## src/rtl/cache_pkg.sv

```systemverilog
`default_nettype none
// +----------------------------------------------------------------------------+
// | Module   : cache_pkg                                                       |
// | Purpose  : Shared types, constants and address-field helpers for the       |
// |            data-cache lookup, refill and way-routing stages.               |
// | Contents : state_t       refill FSM state encoding                         |
// |            c_byte_bits   byte-offset width inside a word                   |
// |            c_tag_width   tag width for the default 32b/16-set/4-word cache |
// |            addr_*        field extraction on a zero-extended address       |
// | Revision : 1.0  initial release                                            |
// +----------------------------------------------------------------------------+
package cache_pkg;

  typedef enum logic [1:0] {
    IDLE = 2'd0,
    FILL = 2'd1,
    DONE = 2'd2
  } state_t;

  localparam int c_byte_bits = 2;
  localparam int c_tag_width = 32 - 4 - 2 - c_byte_bits;

  // Helpers work on a 64-bit zero-extended address so every stage can share
  // them regardless of its own ADDR_WIDTH; callers size-cast the result.
  localparam int c_max_aw = 64;

  function automatic logic [c_max_aw-1:0] field_mask(input int width);
    return (c_max_aw'(1) << width) - c_max_aw'(1);
  endfunction

  function automatic logic [c_max_aw-1:0] addr_word(input logic [c_max_aw-1:0] addr,
                                                    input int word_bits);
    return (addr >> c_byte_bits) & field_mask(word_bits);
  endfunction

  function automatic logic [c_max_aw-1:0] addr_set(input logic [c_max_aw-1:0] addr,
                                                   input int set_bits,
                                                   input int word_bits);
    return (addr >> (word_bits + c_byte_bits)) & field_mask(set_bits);
  endfunction

  function automatic logic [c_max_aw-1:0] addr_tag(input logic [c_max_aw-1:0] addr,
                                                   input int set_bits,
                                                   input int word_bits);
    return addr >> (set_bits + word_bits + c_byte_bits);
  endfunction

  function automatic logic [c_max_aw-1:0] line_base(input logic [c_max_aw-1:0] addr,
                                                    input int word_bits);
    return addr & ~field_mask(word_bits + c_byte_bits);
  endfunction

endpackage
`default_nettype wire

```

## src/rtl/cache_refill_ctrl_if.sv

```systemverilog
`default_nettype none
// +----------------------------------------------------------------------------+
// | Module   : cache_refill_ctrl_if                                            |
// | Purpose  : Bundles the lookup, memory and fill-demux signals of the refill |
// |            controller.                                                     |
// | Modports : master  refill controller side (drives mem_*_o, fill_*_o, ...)  |
// |            slave   cache/memory environment side                           |
// | Signals  : lookup  miss_i hit_i hit_way_i addr_i valid0_i valid1_i         |
// |            memory  mem_req_o mem_addr_o mem_valid_i mem_rdata_i            |
// |            fill    fill_data_o fill_way_o fill_set_o fill_word_o fill_we_o |
// |            tag     tag_we_o tag_o                                          |
// |            status  stall_o refill_done_o                                   |
// | Revision : 1.0  initial release                                            |
// +----------------------------------------------------------------------------+
interface cache_refill_ctrl_if #(
  parameter int DATA_WIDTH = 32,
  parameter int ADDR_WIDTH = 32,
  parameter int SET_BITS   = 4,
  parameter int WORD_BITS  = 2
);
  localparam int TAG_W = ADDR_WIDTH - SET_BITS - WORD_BITS - 2;

  logic                  miss_i;
  logic                  hit_i;
  logic                  hit_way_i;
  logic [ADDR_WIDTH-1:0] addr_i;
  logic                  valid0_i;
  logic                  valid1_i;
  logic                  mem_req_o;
  logic [ADDR_WIDTH-1:0] mem_addr_o;
  logic                  mem_valid_i;
  logic [DATA_WIDTH-1:0] mem_rdata_i;
  logic [DATA_WIDTH-1:0] fill_data_o;
  logic                  fill_way_o;
  logic [SET_BITS-1:0]   fill_set_o;
  logic [WORD_BITS-1:0]  fill_word_o;
  logic                  fill_we_o;
  logic                  tag_we_o;
  logic [TAG_W-1:0]      tag_o;
  logic                  stall_o;
  logic                  refill_done_o;

  modport master (
    input  miss_i, hit_i, hit_way_i, addr_i, valid0_i, valid1_i,
    input  mem_valid_i, mem_rdata_i,
    output mem_req_o, mem_addr_o,
    output fill_data_o, fill_way_o, fill_set_o, fill_word_o, fill_we_o,
    output tag_we_o, tag_o, stall_o, refill_done_o
  );

  modport slave (
    output miss_i, hit_i, hit_way_i, addr_i, valid0_i, valid1_i,
    output mem_valid_i, mem_rdata_i,
    input  mem_req_o, mem_addr_o,
    input  fill_data_o, fill_way_o, fill_set_o, fill_word_o, fill_we_o,
    input  tag_we_o, tag_o, stall_o, refill_done_o
  );

endinterface
`default_nettype wire

```

## src/rtl/cache_refill_ctrl_lru_table.sv

```systemverilog
`default_nettype none
// +----------------------------------------------------------------------------+
// | Module   : lru_table                                                       |
// | Purpose  : One LRU bit per set (value = least-recently-used way).          |
// | Ports    : clk, rst_n        clock, asynchronous active-low clear          |
// |            wr_en/wr_set/wr_bit  single write port                          |
// |            rd_set -> rd_bit     combinational read                         |
// | Revision : 1.0  initial release                                            |
// +----------------------------------------------------------------------------+
module lru_table #(
  parameter int SET_BITS = 4
) (
  input  wire logic                clk,
  input  wire logic                rst_n,
  input  wire logic                wr_en,
  input  wire logic [SET_BITS-1:0] wr_set,
  input  wire logic                wr_bit,
  input  wire logic [SET_BITS-1:0] rd_set,
  output logic                     rd_bit
);
  localparam int c_sets = 1 << SET_BITS;

  logic [c_sets-1:0] r_lru;

  for (genvar i = 0; i < c_sets; i++) begin : g_set
    always_ff @(posedge clk or negedge rst_n) begin
      if (!rst_n) begin
        r_lru[i] <= 1'b0;
      end else if (wr_en && (wr_set == SET_BITS'(i))) begin
        r_lru[i] <= wr_bit;
      end
    end
  end

  assign rd_bit = r_lru[rd_set];

endmodule
`default_nettype wire

```

## src/rtl/cache_refill_ctrl.sv

```systemverilog
`default_nettype none
// +----------------------------------------------------------------------------+
// | Module   : cache_refill_ctrl                                               |
// | Purpose  : Miss handler for the 2-way set-associative write-through data   |
// |            cache: picks a victim, streams the line from memory into the    |
// |            way demux, installs the tag and maintains per-set LRU.          |
// | Ports    : clk    rising-edge clock                                        |
// |            rst_n  asynchronous active-low reset                            |
// |            bus    cache_refill_ctrl_if.master (lookup, memory, fill, tag,  |
// |                   stall and completion signals)                            |
// | Revision : 1.0  initial release                                            |
// +----------------------------------------------------------------------------+
module cache_refill_ctrl
  import cache_pkg::*;
#(
  parameter int DATA_WIDTH = 32,
  parameter int ADDR_WIDTH = 32,
  parameter int SET_BITS   = 4,
  parameter int WORD_BITS  = 2
) (
  input  wire logic           clk,
  input  wire logic           rst_n,
  cache_refill_ctrl_if.master bus
);
  localparam int TAG_W = ADDR_WIDTH - SET_BITS - WORD_BITS - c_byte_bits;
  localparam logic [WORD_BITS-1:0] c_last_word = '1;

  state_t r_state, w_next;

  logic [SET_BITS-1:0]   r_set;
  logic [TAG_W-1:0]      r_tag;
  logic [ADDR_WIDTH-1:0] r_base;
  logic                  r_victim;
  logic [WORD_BITS-1:0]  r_cnt;

  logic [c_max_aw-1:0]   w_addr_ext;
  logic [SET_BITS-1:0]   w_lookup_set;
  logic [TAG_W-1:0]      w_lookup_tag;
  logic [ADDR_WIDTH-1:0] w_lookup_base;
  logic                  w_lru_rd;
  logic                  w_victim;

  logic                  w_lru_we;
  logic [SET_BITS-1:0]   w_lru_set;
  logic                  w_lru_bit;

  logic                  w_mem_req;
  logic [ADDR_WIDTH-1:0] w_mem_addr;
  logic [DATA_WIDTH-1:0] w_fill_data;
  logic                  w_fill_way;
  logic [SET_BITS-1:0]   w_fill_set;
  logic [WORD_BITS-1:0]  w_fill_word;
  logic                  w_fill_we;
  logic                  w_tag_we;
  logic [TAG_W-1:0]      w_tag;
  logic                  w_stall;
  logic                  w_done;

  assign w_addr_ext    = c_max_aw'(bus.addr_i);
  assign w_lookup_set  = SET_BITS'(addr_set(w_addr_ext, SET_BITS, WORD_BITS));
  assign w_lookup_tag  = TAG_W'(addr_tag(w_addr_ext, SET_BITS, WORD_BITS));
  assign w_lookup_base = ADDR_WIDTH'(line_base(w_addr_ext, WORD_BITS));

  // An invalid way is always preferred so cold sets fill without evicting.
  assign w_victim = !bus.valid0_i ? 1'b0 :
                    !bus.valid1_i ? 1'b1 : w_lru_rd;

  lru_table #(
    .SET_BITS (SET_BITS)
  ) u_lru (
    .clk    (clk),
    .rst_n  (rst_n),
    .wr_en  (w_lru_we),
    .wr_set (w_lru_set),
    .wr_bit (w_lru_bit),
    .rd_set (w_lookup_set),
    .rd_bit (w_lru_rd)
  );

  always_ff @(posedge clk or negedge rst_n) begin
    if (!rst_n) begin
      r_state  <= IDLE;
      r_set    <= '0;
      r_tag    <= '0;
      r_base   <= '0;
      r_victim <= 1'b0;
      r_cnt    <= '0;
    end else begin
      r_state <= w_next;
      if ((r_state == IDLE) && bus.miss_i) begin
        r_set    <= w_lookup_set;
        r_tag    <= w_lookup_tag;
        r_base   <= w_lookup_base;
        r_victim <= w_victim;
        r_cnt    <= '0;
      end else if ((r_state == FILL) && bus.mem_valid_i) begin
        // Wraps to 0 on the last beat, ready for the next refill.
        r_cnt <= r_cnt + 1'b1;
      end
    end
  end

  always_comb begin
    w_next      = r_state;
    w_lru_we    = 1'b0;
    w_lru_set   = w_lookup_set;
    w_lru_bit   = 1'b0;
    w_mem_req   = 1'b0;
    w_mem_addr  = '0;
    w_fill_data = '0;
    w_fill_way  = 1'b0;
    w_fill_set  = '0;
    w_fill_word = '0;
    w_fill_we   = 1'b0;
    w_tag_we    = 1'b0;
    w_tag       = '0;
    w_stall     = 1'b0;
    w_done      = 1'b0;

    case (r_state)
      IDLE: begin
        w_stall = bus.miss_i;
        if (bus.miss_i) begin
          // A simultaneous hit is ignored: the refill owns the LRU update.
          w_next = FILL;
        end else if (bus.hit_i) begin
          w_lru_we  = 1'b1;
          w_lru_bit = ~bus.hit_way_i;
        end
      end

      FILL: begin
        w_stall    = 1'b1;
        w_mem_req  = 1'b1;
        w_mem_addr = r_base + ADDR_WIDTH'({r_cnt, {c_byte_bits{1'b0}}});
        w_fill_way = r_victim;
        w_fill_set = r_set;
        if (bus.mem_valid_i) begin
          w_fill_we   = 1'b1;
          w_fill_data = bus.mem_rdata_i;
          w_fill_word = r_cnt;
          if (r_cnt == c_last_word) begin
            w_next = DONE;
          end
        end
      end

      DONE: begin
        w_stall    = 1'b1;
        w_fill_way = r_victim;
        w_fill_set = r_set;
        w_tag_we   = 1'b1;
        w_tag      = r_tag;
        w_done     = 1'b1;
        w_lru_we   = 1'b1;
        w_lru_set  = r_set;
        w_lru_bit  = ~r_victim;
        w_next     = IDLE;
      end

      default: begin
        w_next = IDLE;
      end
    endcase
  end

  assign bus.mem_req_o     = w_mem_req;
  assign bus.mem_addr_o    = w_mem_addr;
  assign bus.fill_data_o   = w_fill_data;
  assign bus.fill_way_o    = w_fill_way;
  assign bus.fill_set_o    = w_fill_set;
  assign bus.fill_word_o   = w_fill_word;
  assign bus.fill_we_o     = w_fill_we;
  assign bus.tag_we_o      = w_tag_we;
  assign bus.tag_o         = w_tag;
  assign bus.stall_o       = w_stall;
  assign bus.refill_done_o = w_done;

endmodule
`default_nettype wire

```

## src/flat_wrapper.sv

```systemverilog
// flat-port wrapper written by rule: the top's interface ports become plain ports
module cache_refill_ctrl_flat import cache_pkg::*;
#(
  parameter int DATA_WIDTH = 32,
  parameter int ADDR_WIDTH = 32,
  parameter int SET_BITS   = 4,
  parameter int WORD_BITS  = 2
)
  (clk, rst_n, bus_miss_i, bus_hit_i, bus_hit_way_i, bus_addr_i, bus_valid0_i, bus_valid1_i, bus_mem_valid_i, bus_mem_rdata_i, bus_mem_req_o, bus_mem_addr_o, bus_fill_data_o, bus_fill_way_o, bus_fill_set_o, bus_fill_word_o, bus_fill_we_o, bus_tag_we_o, bus_tag_o, bus_stall_o, bus_refill_done_o);
  cache_refill_ctrl_if #(.DATA_WIDTH(DATA_WIDTH), .ADDR_WIDTH(ADDR_WIDTH), .SET_BITS(SET_BITS), .WORD_BITS(WORD_BITS)) bus_i ();
  input  wire logic clk;
  input  wire logic rst_n;
  input wire logic [$bits(bus_i.miss_i)-1:0] bus_miss_i;
  input wire logic [$bits(bus_i.hit_i)-1:0] bus_hit_i;
  input wire logic [$bits(bus_i.hit_way_i)-1:0] bus_hit_way_i;
  input wire logic [$bits(bus_i.addr_i)-1:0] bus_addr_i;
  input wire logic [$bits(bus_i.valid0_i)-1:0] bus_valid0_i;
  input wire logic [$bits(bus_i.valid1_i)-1:0] bus_valid1_i;
  input wire logic [$bits(bus_i.mem_valid_i)-1:0] bus_mem_valid_i;
  input wire logic [$bits(bus_i.mem_rdata_i)-1:0] bus_mem_rdata_i;
  output wire logic [$bits(bus_i.mem_req_o)-1:0] bus_mem_req_o;
  output wire logic [$bits(bus_i.mem_addr_o)-1:0] bus_mem_addr_o;
  output wire logic [$bits(bus_i.fill_data_o)-1:0] bus_fill_data_o;
  output wire logic [$bits(bus_i.fill_way_o)-1:0] bus_fill_way_o;
  output wire logic [$bits(bus_i.fill_set_o)-1:0] bus_fill_set_o;
  output wire logic [$bits(bus_i.fill_word_o)-1:0] bus_fill_word_o;
  output wire logic [$bits(bus_i.fill_we_o)-1:0] bus_fill_we_o;
  output wire logic [$bits(bus_i.tag_we_o)-1:0] bus_tag_we_o;
  output wire logic [$bits(bus_i.tag_o)-1:0] bus_tag_o;
  output wire logic [$bits(bus_i.stall_o)-1:0] bus_stall_o;
  output wire logic [$bits(bus_i.refill_done_o)-1:0] bus_refill_done_o;
  assign bus_i.miss_i = bus_miss_i;
  assign bus_i.hit_i = bus_hit_i;
  assign bus_i.hit_way_i = bus_hit_way_i;
  assign bus_i.addr_i = bus_addr_i;
  assign bus_i.valid0_i = bus_valid0_i;
  assign bus_i.valid1_i = bus_valid1_i;
  assign bus_i.mem_valid_i = bus_mem_valid_i;
  assign bus_i.mem_rdata_i = bus_mem_rdata_i;
  assign bus_mem_req_o = bus_i.mem_req_o;
  assign bus_mem_addr_o = bus_i.mem_addr_o;
  assign bus_fill_data_o = bus_i.fill_data_o;
  assign bus_fill_way_o = bus_i.fill_way_o;
  assign bus_fill_set_o = bus_i.fill_set_o;
  assign bus_fill_word_o = bus_i.fill_word_o;
  assign bus_fill_we_o = bus_i.fill_we_o;
  assign bus_tag_we_o = bus_i.tag_we_o;
  assign bus_tag_o = bus_i.tag_o;
  assign bus_stall_o = bus_i.stall_o;
  assign bus_refill_done_o = bus_i.refill_done_o;
  cache_refill_ctrl #(.DATA_WIDTH(DATA_WIDTH), .ADDR_WIDTH(ADDR_WIDTH), .SET_BITS(SET_BITS), .WORD_BITS(WORD_BITS)) u_core (.clk(clk), .rst_n(rst_n), .bus(bus_i));
endmodule
```

## config.mk

```make
export PLATFORM = sky130hd
export DESIGN_NAME = cache_refill_ctrl_flat
export DESIGN_NICKNAME = d
export VERILOG_FILES = /design/src/rtl/cache_pkg.sv /design/src/rtl/cache_refill_ctrl_if.sv /design/src/rtl/cache_refill_ctrl_lru_table.sv /design/src/rtl/cache_refill_ctrl.sv /design/src/flat_wrapper.sv
export SDC_FILE = /design/constraint.sdc
export NUM_CORES = 1
export LEC_CHECK = 0
export BUFFER_PORTS_ARGS = -buffer_cell sky130_fd_sc_hd__buf_2
export CORE_MARGIN = 8
export CORE_UTILIZATION = 45
export CTS_CLUSTER_SIZE = 20
export DETAILED_ROUTE_END_ITERATION = 12
export PLACE_DENSITY = 0.81
export SYNTH_ARGS = -nofsm -noshare
export SYNTH_HDL_FRONTEND = slang
export SYNTH_HIERARCHICAL = 1
export SYNTH_SLANG_ARGS = --single-unit
```

## constraint.sdc

```tcl
create_clock -name clk -period 3.17 [get_ports clk]
set_clock_uncertainty 0.2 [all_clocks]
set_input_delay 0.1585 -clock clk [delete_from_list [all_inputs] [get_ports clk]]
set_output_delay 0.1585 -clock clk [all_outputs]
set_load 0.01 [all_outputs]
```

==> impl_metrics.csv <==
group,metric,value,unit
run_status,status,"complete, no violations",
grt,grt_antenna_before_repair,3,
pwr,p_leak,2.56,nW
clock_tree,insertion_delay,300,ps
floorplan,fp.dieH,98.8,um
floorplan,io-pin-count,172,
timing,fin_crit,2500,ps
place,place.gp.congestion,0.873,
logic_synthesis,synth_seq_cells,49,
floorplan,initial_core_util,45.9,%
logic_synthesis,yosysTopAreaCellShare,39.8,%
place,pre_cts_ws,691,ps
clock_tree,cts.sinks,49,
logic_synthesis,synth_cell_types,28,
clock_tree,post_cts_buffers,0,
clock_tree,cts_tree,"done",
logic_synthesis,netlist_area,0.00308,mm^2
floorplan,die_area,0.00976,mm^2
run,drv_cap,0,
timing,finalCritPeriodShare,78.8,%
grt,grt_pass1_vias,2837,
critical_path,ff2ff_path_depth,6,
clock_tree,clk_transition_reported_paths,90,ps
floorplan,core,0.00672,mm^2
critical_path,start_kind,"flip-flop",
logic_synthesis,synth_warnings,6,
logic_synthesis,ys_seq_area_share,39.8,%
timing,hold-worst-slack,38.0,ps
critical_path,startpoint,"u_core/r_state[0]",
pwr,ir_worst_vdd,467,uV
timing,setup_viol,0,
timing,slew_headroom,28.4,%
logic_synthesis,avgSynthCellArea,11.2,um^2
detailed_routing,remaining_drc_errors,0,
timing,max_freq,400,MHz
detailed_routing,viasPerCell,5.00,
critical_path,r2r_setup_slack,670,ps
timing,tightest_slew,1070,ps
timing,rsz0062_at_grt,"false",
critical_path,crit_end,"u_core/u_lru/r_lru[1]",
place,hpwlAfterDp,6.97,mm
critical_path,worst-setup-path-type,"flip-flop to flip-flop",
critical_path,arrival,2480,ps
final_layout,nets,544,
detailed_routing,first_iter_violations,79,
detailed_routing,drtAntennaViolNets,0,
grt,grt_max_degree,50,
floorplan,row_count,30,
final_layout,final_layout_size_suffix_gt1_share,49.7,%
critical_path,r2r-end,"u_core/u_lru/r_lru[1]",
critical_path,worstPathRequired,3160,ps
critical_path,cp_max_fo,8,
place,io_buffers,165,
timing,finalSetupTns,0,ps
timing,fin_ws,672,ps
timing,hold_viol_final,0,
final_layout,mostFrequentLayoutCell,"buf_2",
timing,drv_slew,0,
grt,grt_pass1_wl,15.0,mm
clock_tree,htreeDepth,2,
logic_synthesis,synth_cells,276,
clock_tree,cts_made_buffers,5,
logic_synthesis,synth_area_leader_cell,"dfrtp_1",
grt,grt_usage,18.8,%
clock_tree,clockRootBuffer,"clkbuf_8",
min_path,min_path_type,"input pin to flip-flop",
pwr,power.density,823,mW/mm^2
detailed_routing,vias,2742,
final_layout,layout_common_cells,"buf_2, and2_1, dfrtp_1",
grt,grt_overflow,0,
detailed_routing,drt_wl_total,9.32,mm
critical_path,endpoint_kind,"flip-flop",
final_layout,area_delta_synth_final,41.6,%
detailed_routing,firstDrtPassIters,4,
clock_tree,clockBufferDepth,2,
logic_synthesis,synth_area_leaders,"dfrtp_1, mux2_4, and2_1, mux2_2, and3_1",
detailed_routing,wl_per_cell,17.0,um
floorplan,dieWidth,98.8,um
critical_path,rr_startpoint,"u_core/r_state[0]",
-- repair_timing --
action | CTS | global route
resized for setup | 0 | 0
endpoints found under the hold margin | 78 | 0
hold buffers | 29 | 0
-- layer usage --
| layer | global-route usage, % | vias to the layer above | routed length [um] |
|---|---|---|---|
| li1 | - | 1321 | - |
| met1 | 19.8 | 1301 | 3460 |
| met2 | 34.3 | 109 | 5000 |
| met3 | 6.13 | 11 | 745 |
| met4 | 6.14 | 0 | 112 |
| met5 | 0 | - | 0 |
-- registers in the layout (all words and copies together) (netlist names) --
signal / cells
u_core/u_lru/r_lru: 16
u_core/r_state: 2
u_core/r_tag: 24
u_core/r_set: 3
u_core/r_cnt: 2
u_core/r_base: 1
u_core/r_victim: 1
-- kinds of logic after synthesis --
logic type               count (synthesis)  share of synthesized area, %
flip-flops                              49                          39.8
AND/OR/NAND/NOR                        124                          24.1
multiplexers                            58                          26.3
adder cells (fa/ha/maj)                  8                          3.25
other                                    1                         0.122
XOR/XNOR                                 1                         0.284
buffers and inverters                   27                          4.46
AO/OA/AOI/OAI                            8                          1.66
-- power breakdown --
group / internal [W] / switching (W) / leakage (nW) / total, W
combinational: 0.00104 / 0.000971 / 1.89 / 0.00201
clock: 0.000257 / 0.000205 / 0.0574 / 0.000462
sequential: 0.000916 / 0.000206 / 0.607 / 0.00112
total: 0.00221 / 0.00138 / 2.56 / 0.00359
-- worst max-delay path, stage by stage, from the launching register on --
cell and delay (ps):
dfrtp_1 430, inv_1 140, ha_1 370, mux2_2 420, nand3b_1 270, nor3_1 200
mux2_2 350
-- how the worst min path moves through the flow --
stage,startpoint,to,slack (ps),depth (start not counted)
after floorplan,rst_n,u_core/r_base[7],-340,0
after detailed placement,bus_addr_i[24],u_core/r_tag[16],190,2
final,bus_addr_i[5],u_core/r_set[1],40,2
after CTS,bus_addr_i[5],u_core/r_set[1],20,2
after global placement,bus_addr_i[8],u_core/r_tag[0],190,2
after global routing,bus_addr_i[5],u_core/r_set[1],30,2
-- metrics by stage --
stage          cell area, um^2  utilization (%)  instances  power, W
2_1_floorplan             3090                -        277   0.00242
3_3_place_gp              3950             58.7        508   0.00305
3_5_place_dp              3950             58.7        508   0.00311
4_1_cts                   4360             64.8        545   0.00362
5_1_grt                   4360             65.0        548   0.00385
6_report                  4360             65.0        548   0.00359
-- layout make-up --
type / count / area [um^2]
Clock inverter: 2 / 37.5
Sequential cell: 49 / 1230
Clock buffer: 6 / 82.6
Fill cell: 521 / 2350
Multi-Input combinational cell: 201 / 1720
Timing Repair Buffer: 200 / 1160
Inverter: 7 / 26.3
Tap cell: 80 / 100
Antenna cell: 3 / 7.51
-- cell usage after synthesis --
cell type / n
inv_1: 7
o221ai_2: 1
buf_4: 3
mux4_1: 4
buf_2: 2
nand2b_1: 2
o22ai_1: 1
nand2_2: 1
nor3_1: 3
o21ai_0: 3
mux2_2: 21
and2_1: 59
xor2_1: 1
mux2_4: 28
buf_6: 3
nor3b_2: 1
ha_1: 8
nand3b_1: 5
mux2i_1: 5
conb_1: 1
nand3_1: 2
dfrtp_1: 49
clkbuf_1: 12
and3_1: 34
nand2_1: 5
a21oi_1: 3
nor2_1: 11
or2b_1: 1
No activity file was read; power rests on OpenSTA's default activity.
